$ cat src/rtl/frac_clock_gen.sv
// -----------------------------------------------------------------------------
// frac_clock_gen
//
// Multi-channel fractional clock generator. Each channel adds a programmable
// increment to a phase accumulator every clk_src cycle. The accumulator MSB is
// the generated clock. The carry out of the add marks the falling edge. The
// average output frequency is f_src * inc / 2^ACC_BITS.
//
// Ports
//   clk_src    in   1         source clock, every register is on its rising edge
//   rst_n      in   1         synchronous active-low reset
//   ch_en      in   NUM_CH    per-channel run enable
//   sync       in   1         pulse: zero all accumulators on the same edge
//   cfg_valid  in   1         increment update request
//   cfg_ready  out  1         update for cfg_ch can be accepted this cycle
//   cfg_ch     in   CH_W      target channel of the update
//   cfg_inc    in   ACC_BITS  new increment, clamped to 2^(ACC_BITS-1)
//   clk_out    out  NUM_CH    generated clocks (accumulator MSB, registered)
//   rise_ce    out  NUM_CH    one-cycle pulse in the cycle clk_out becomes 1
//   fall_ce    out  NUM_CH    one-cycle pulse in the cycle clk_out becomes 0
//
// When clk_out is used as a real clock, route it through a global buffer.
// -----------------------------------------------------------------------------
module frac_clock_gen #(
  parameter int          NUM_CH      = 2,
  parameter int          ACC_BITS    = 24,
  parameter int unsigned INC_DEFAULT = 480439,
  localparam int         CH_W        = ($clog2(NUM_CH) > 0) ? $clog2(NUM_CH) : 1
) (
  input  logic                clk_src,
  input  logic                rst_n,
  input  logic [NUM_CH-1:0]   ch_en,
  input  logic                sync,
  input  logic                cfg_valid,
  output logic                cfg_ready,
  input  logic [CH_W-1:0]     cfg_ch,
  input  logic [ACC_BITS-1:0] cfg_inc,
  output logic [NUM_CH-1:0]   clk_out,
  output logic [NUM_CH-1:0]   rise_ce,
  output logic [NUM_CH-1:0]   fall_ce
);

  // Largest legal increment. It caps the output at f_src/2, so the MSB
  // changes at most once per cycle. Because of this cap, rise and fall never
  // happen on the same edge.
  localparam logic [ACC_BITS-1:0] HALF = {1'b1, {(ACC_BITS-1){1'b0}}};

  localparam logic [ACC_BITS-1:0] INC_RST =
    (64'(INC_DEFAULT) > (64'd1 << (ACC_BITS-1))) ? HALF : ACC_BITS'(INC_DEFAULT);

  function automatic logic [ACC_BITS-1:0] clamp_inc(input logic [ACC_BITS-1:0] v);
    return (v > HALF) ? HALF : v;
  endfunction

  // Update handshake: a transfer happens on a rising edge where
  // cfg_valid && cfg_ready. The requester holds cfg_valid, cfg_ch and cfg_inc
  // stable until that edge. cfg_ready depends only on cfg_ch and the pending
  // flags, never on cfg_valid. A channel holding an unapplied update
  // (pending=1) refuses new updates. An out-of-range channel is always ready
  // and its data is dropped.
  logic [NUM_CH-1:0] pending;

  always_comb begin
    cfg_ready = 1'b1;
    for (int c = 0; c < NUM_CH; c++) begin
      if (cfg_ch == CH_W'(c)) cfg_ready = ~pending[c];
    end
  end

  for (genvar c = 0; c < NUM_CH; c++) begin : g_ch
    logic [ACC_BITS-1:0] acc_q;
    logic [ACC_BITS-1:0] inc_q;
    logic [ACC_BITS-1:0] shadow_q;
    logic                pending_q;
    logic                rise_q;
    logic                fall_q;
    logic [ACC_BITS:0]   sum;
    logic                take;

    assign sum  = {1'b0, acc_q} + {1'b0, inc_q};
    assign take = cfg_valid && cfg_ready && (cfg_ch == CH_W'(c));

    always_ff @(posedge clk_src) begin
      if (!rst_n) begin
        acc_q     <= '0;
        inc_q     <= INC_RST;
        shadow_q  <= INC_RST;
        pending_q <= 1'b0;
        rise_q    <= 1'b0;
        fall_q    <= 1'b0;
      end else begin
        rise_q <= 1'b0;
        fall_q <= 1'b0;
        if (sync) begin
          // Phase alignment. A channel that was high gets its falling edge
          // now. Any waiting update takes effect from phase zero.
          acc_q  <= '0;
          fall_q <= acc_q[ACC_BITS-1];
          if (pending_q) begin
            inc_q     <= shadow_q;
            pending_q <= 1'b0;
          end
        end else if (!ch_en[c]) begin
          // Parked at phase zero. There is no wrap to wait for, so an update
          // is applied right away.
          acc_q <= '0;
          if (pending_q) begin
            inc_q     <= shadow_q;
            pending_q <= 1'b0;
          end
        end else begin
          acc_q  <= sum[ACC_BITS-1:0];
          rise_q <= sum[ACC_BITS-1] & ~acc_q[ACC_BITS-1];
          fall_q <= sum[ACC_BITS];
          // The new increment switches in at the wrap. This edge still uses
          // the old increment, so the current period is not cut short.
          if (sum[ACC_BITS] && pending_q) begin
            inc_q     <= shadow_q;
            pending_q <= 1'b0;
          end
        end
        // take requires pending_q == 0, so it never collides with an apply.
        if (take) begin
          shadow_q  <= clamp_inc(cfg_inc);
          pending_q <= 1'b1;
        end
      end
    end

    assign clk_out[c] = acc_q[ACC_BITS-1];
    assign rise_ce[c] = rise_q;
    assign fall_ce[c] = fall_q;
    assign pending[c] = pending_q;
  end

endmodule
$ cat config.mk
export PLATFORM = sky130hd
export DESIGN_NAME = frac_clock_gen
export DESIGN_NICKNAME = d
export VERILOG_FILES = /design/src/rtl/frac_clock_gen.sv
export SDC_FILE = /design/constraint.sdc
export NUM_CORES = 1
export LEC_CHECK = 0
export BUFFER_PORTS_ARGS = -buffer_cell sky130_fd_sc_hd__buf_4
export CORE_UTILIZATION = 55
export DETAILED_ROUTE_END_ITERATION = 7
export PLACE_DENSITY = 0.84
export SLEW_MARGIN = 20
export SYNTH_ARGS = -nofsm -noshare
export SYNTH_HDL_FRONTEND = slang
export SYNTH_SLANG_ARGS = --single-unit
$ cat constraint.sdc
create_clock -name clk_src -period 3.5 [get_ports clk_src]
set_input_delay 0.7 -clock clk_src [delete_from_list [all_inputs] [get_ports clk_src]]
set_output_delay 0.7 -clock clk_src [all_outputs]
set_load 0.005 [all_outputs]
=== Yosys cells after proc, flatten, opt, wreduce, memory -nomap -nowiden ===
Index checks and enable logic that the tools add are counted.

* Add/subtract/negate cells: 2
* $mul: 0
* Div/mod/pow operators: 0
* $lt $le $gt $ge: 1
* Equality and inequality tests: 4
* Shift-type cells: 0
* Mux-type cells: 22
* Bitwise logic cells: 10
* Reduce and logical (&&, ||, !) cells: 7

{| class="wikitable"
|+ Operator list
! operator !! number
|-
| $mux 24 || 9
|-
| $add 24x24->25 || 2
|-
| $gt 24x24->1 const B || 1
|-
| $mux 1 || 13
|-
| $ne 4x1->1 const B || 2
|-
| $not 1->1 || 8
|-
| $ne 3x1->1 const B || 2
|-
| $reduce_or 3->1 || 2
|-
| $logic_and 1x1->1 || 5
|-
| $and 1x1->1 || 2
|}

* Register bits: 150
* Bits in latches: 0
* Bits in writable memories: 0
* ROM bits: 0
* Input bits: 31
* Output and inout bits: 7
* Memories: 0

=== Longest topological paths before layout ===
* Depth after elaboration: 6
* Mapped depth: 11
* Depth with buffers taken out: 9

=== Worst setup path after synthesis ===
OpenSTA, ideal clock, no wires.

* Kind: register to register
* Start: register g_ch[1].acc_q[0]
* End: register g_ch[1].inc_q[0]
* Library setup time: 129 ps
* Arrival time: 2493 ps
* Data required time: 3371 ps
* Setup slack: 878 ps
* Stages on the path, launching flop included: 12
* Cell sequence: dfxtp_1 > ha_1 > fa_1 > a211oi_2 > nor2_1 > o31a_1 > a311oi_4 > a311oi_1 > buf_4 > buf_6 > mux2i_1 > nand2_1

* Longest elaborated chain between the ends: 3

{| class="wikitable"
|+ Ends and longest elaborated chain
! item !! RTL line !! source
|-
| from (decl) || 71 || <nowiki>logic [ACC_BITS-1:0] acc_q;</nowiki>
|-
| from (signal assigned) || 112 || <nowiki>acc_q <= sum[ACC_BITS-1:0];</nowiki>
|-
| $add 24x24->25 || 80 || <nowiki>assign sum = {1'b0, acc_q} + {1'b0, inc_q};</nowiki>
|-
| $logic_and 1x1->1 || 117 || <nowiki>if (sum[ACC_BITS] && pending_q) begin</nowiki>
|-
| $ne 3x1->1 (no line) || n/a ||
|-
| to (signal assigned) || 100 || <nowiki>inc_q <= shadow_q;</nowiki>
|-
| to (signal assigned) || 108 || <nowiki>inc_q <= shadow_q;</nowiki>
|-
| to (signal assigned) || 118 || <nowiki>inc_q <= shadow_q;</nowiki>
|-
| to (decl) || 72 || <nowiki>logic [ACC_BITS-1:0] inc_q;</nowiki>
|}

Every way passes these cells.
A chain may end at the register's enable or synchronous reset.

=== Worst setup path after layout ===
* Start: register g_ch[1].inc_q[0]
* End: register g_ch[1].inc_q[7]

* Longest elaborated chain between the ends: 3

{| class="wikitable"
|+ Ends and longest elaborated chain
! item !! RTL line
|-
| $add 24x24->25 || 80
|-
| $logic_and 1x1->1 || 117
|-
| $ne 3x1->1 (no line) || n/a
|}

Every way passes these cells.

==> impl_results.md <==
* Share of power burned in registers at 47.0%
* Synth top area share at 39.84%
* Area growth syn-to-layout at 11.77%
* Via density at 5.844
* Min-Delay Path Class: reg -> reg
* Critical path cell sequence: ha_1 > fa_1 > a211oi_2 > nor2_1 > o31a_1 > a311oi_4 > a311oi_4 > buf_4 > mux2i_1 > nand2_1
* CP max stage delay at 0.45 ns
* Yosys top cell by area: dfxtp_1
* Dpl hpwl at 12540 µm
* CP Launch Type: flip-flop
* Largest vdd supply drop at 0.3446 mV
* Final ANT Viol Nets at 0
* Hold WS at 0.4657 ns
* DR vias at 6311
* First-pass iteration count of the detailed router at 5
* Internal power at 0.002824 W
* Worst r2r dst: g_ch[1].inc_q[7]
* Post-CTS Resized at 0
* Most frequent cells in the layout: dfxtp_1, nand2_1, nor2_1
* FMAX at 0.3325 GHz
* Pleak at 3.445 nW
* Gpl congestion at 0.8936
* Sequential share of the synthesized area at 39.84%
* Io pins at 38
* Initial core utilization at 56.69%
* Crit path required time at 3.79 ns
* Pwr Density at 451.9 mW/mm²
* Worst r2r src: g_ch[1].inc_q[0]
* FF-to-FF path depth at 10
* Syn Area/Cell at 8.604 µm²
* Synthesized Nets at 957
* Flop and latch count out of synthesis at 150
* Final Critical Period at 3.007 ns
* First-pass GRT wire length at 29370 µm
* Sw Ratio at 25.82%
* Status: completed
* Ys async rst share at 0%
* Chip height at 119.1 µm
* Critical path startpoint: g_ch[1].inc_q[0]
* Number of flops mapped to enable cells by yosys at 0
* Worst-margin pin slew at 0.8082 ns
* FP Rows at 42
* Antenna diodes at 0
* Critical path depth at 10
* Post-CTS setup repair buffer count at 0
* Clock power share at 43.8%
* Die width at 119.1 µm
* Post-CTS Hold Buffers at 0
* R2R Setup Slk at 0.49 ns
* Clk slew on worst S/H paths at 0.06 ns
* Post-route setup TNS at 0 ns
* Layout Utilization at 63.36%
* Crit. End Element: flip-flop
* Top_reg_cell synth: dfxtp_1
* MaxCap Viol Count at 0
* Max Transition Viols Final at 0
* Commonest non-fill, non-tap cell in the layout: dfxtp_1
* Synth Warn # at 0
* CP delay by family, top: compound AO/OA/AOI/OAI gates
* CP Max Fanout at 36
* Final WL at 17920 µm
* H-tree depth at 4
* Initial antenna violation count at 0
* Layout cells sized above 1 at 9.624%
* Post-Synthesis Cell Area at 0.007537 mm²
* Initial DRC count at 434
* Clk Latency, worst-skew pair at 0.43 ns
* Distinct cells, synth at 61
* Die area at 0.01418 mm²
* Final WS setup at 0.4929 ns
* Max transition margin at 45.99%
* TritonCTS buffer count at 17
* Worst Path Arrival at 3.30 ns
* Bufs and invs on worst path at 1
* Top cells by area, synth: dfxtp_1, ha_1, nand2_1
* Critical path type: reg -> reg
* Gr ovfl total at 0
* Switching pwr at 0.0009830 W
* Pre-CTS setup slack at 0.5784 ns
* Total track usage at 26.42%
* RSZ-0062 raised after global routing: no
* Residual DRC count at 0
* CTS Sinks at 150
* Final Hold Fails at 0
* CTS tree: done
* Mapped Cells at 876
* # nets final at 973
* Core Region at 0.01330 mm²
* Fin crit share at 85.92%
* Final Skew at 0.01212 ns
* Max Root-Sink Buffers at 2
* Largest net degree at the start of global routing at 48
* Top cell by count, worst path: a311oi_4
* Vias in the first global route at 5940
* Fillers at 1080
* Final setup vio count at 0
* Routed length per instance at 16.59 µm
* Worst setup endpoint: g_ch[1].inc_q[7]
* Port Buffers at 37
* CP max stage cell: fa_1
* CTS Root Buffer Type: clkbuf_16
* Combinational Power Share at 9.2%
[synthesized netlist by cell type, types with 9 or more instances]
library cell    n
nand2_1       150
a21boi_0       30
nor2_1         56
nand3_1        49
o21ai_0        44
xnor2_1        18
mux2i_1        27
dfxtp_1       150
o211ai_1       29
ha_1           48
clkbuf_1       31
buf_4           9
nor3_1         14
inv_1          10
a21o_1         18
a21oi_1        36
nand2b_1       13
and3_1         14
xor2_1         15
[worst register-to-register path: stages (launching register included)]
cell and delay [ns]:
dfxtp_1 0.31, ha_1 0.23, fa_1 0.45, a211oi_2 0.20, nor2_1 0.12, o31a_1 0.33
a311oi_4 0.44, a311oi_4 0.15, buf_4 0.29, mux2i_1 0.26, nand2_1 0.10
[registers in the layout, summed over array words and instances (netlist names)]
name            cells
g_ch.acc_q         48
g_ch.inc_q         48
g_ch.shadow_q      48
g_ch.fall_q         2
g_ch.pending_q      2
g_ch.rise_q         2
[power groups by stage]
| stage | registers [W] | logic [W] | clock network (W) |
|---|---|---|---|
| 2_1_floorplan | 0.00181 | 0.000249 | 0 |
| 3_3_place_gp | 0.00182 | 0.000332 | 0 |
| 3_5_place_dp | 0.00182 | 0.000340 | 0 |
| 4_1_cts | 0.00179 | 0.000346 | 0.00167 |
| 5_1_grt | 0.00179 | 0.000388 | 0.00175 |
| 6_report | 0.00179 | 0.000351 | 0.00167 |
[worst min-delay path by stage]
stage	from	cells after the start	to
detailed placement	g_ch[0].shadow_q[9]	2	g_ch[0].inc_q[9]
global placement	g_ch[0].shadow_q[23]	2	g_ch[0].inc_q[23]
finish	g_ch[1].shadow_q[3]	2	g_ch[1].shadow_q[3]
CTS	g_ch[0].shadow_q[22]	2	g_ch[0].shadow_q[22]
floorplan	g_ch[1].inc_q[3]	2	g_ch[1].inc_q[3]
global route	g_ch[0].shadow_q[8]	2	g_ch[0].shadow_q[8]
[metal layers]
| layer | wire (µm) | share of wire, % | GRT usage (%) |
|---|---|---|---|
| met5 | 0 | 0 | 0 |
| met3 | 1085 | 6.1 | 5.316 |
| met1 | 8225 | 46 | 35.47 |
| met2 | 8202 | 46 | 41.90 |
| met4 | 402 | 2.2 | 9.652 |
[metrics by stage]
step / instances / cell area [µm²] / total power [W]
2_1_floorplan: 876 / 7537 / 0.002062
3_5_place_dp: 1049 / 7885 / 0.002165
5_1_grt: 1080 / 8424 / 0.003924
6_report: 1080 / 8424 / 0.003807
3_3_place_gp: 1049 / 7885 / 0.002155
4_1_cts: 1080 / 8422 / 0.003808
[cell families after synthesis]
| group | after synthesis | share of synthesized area (%) |
|---|---|---|
| compound gates | 226 | 20.77 |
| xor+xnor | 33 | 3.835 |
| fa+ha+maj | 50 | 8.499 |
| buf+inv | 58 | 3.635 |
| flops | 150 | 39.84 |
| mux | 27 | 3.586 |
| simple gates | 332 | 19.84 |
[area by class of cell]
class	instances	area (µm²)	area share, %
Multi-Input combinational cell	668	4289	50.91
Timing Repair Buffer	45	337.8	4.010
Tap cell	176	220.2	2.614
Sequential cell	150	3003	35.65
Clock inverter	13	97.59	1.158
Inverter	10	37.54	0.4456
Clock buffer	18	439.2	5.213
No activity file was read; power rests on OpenSTA's default activity.
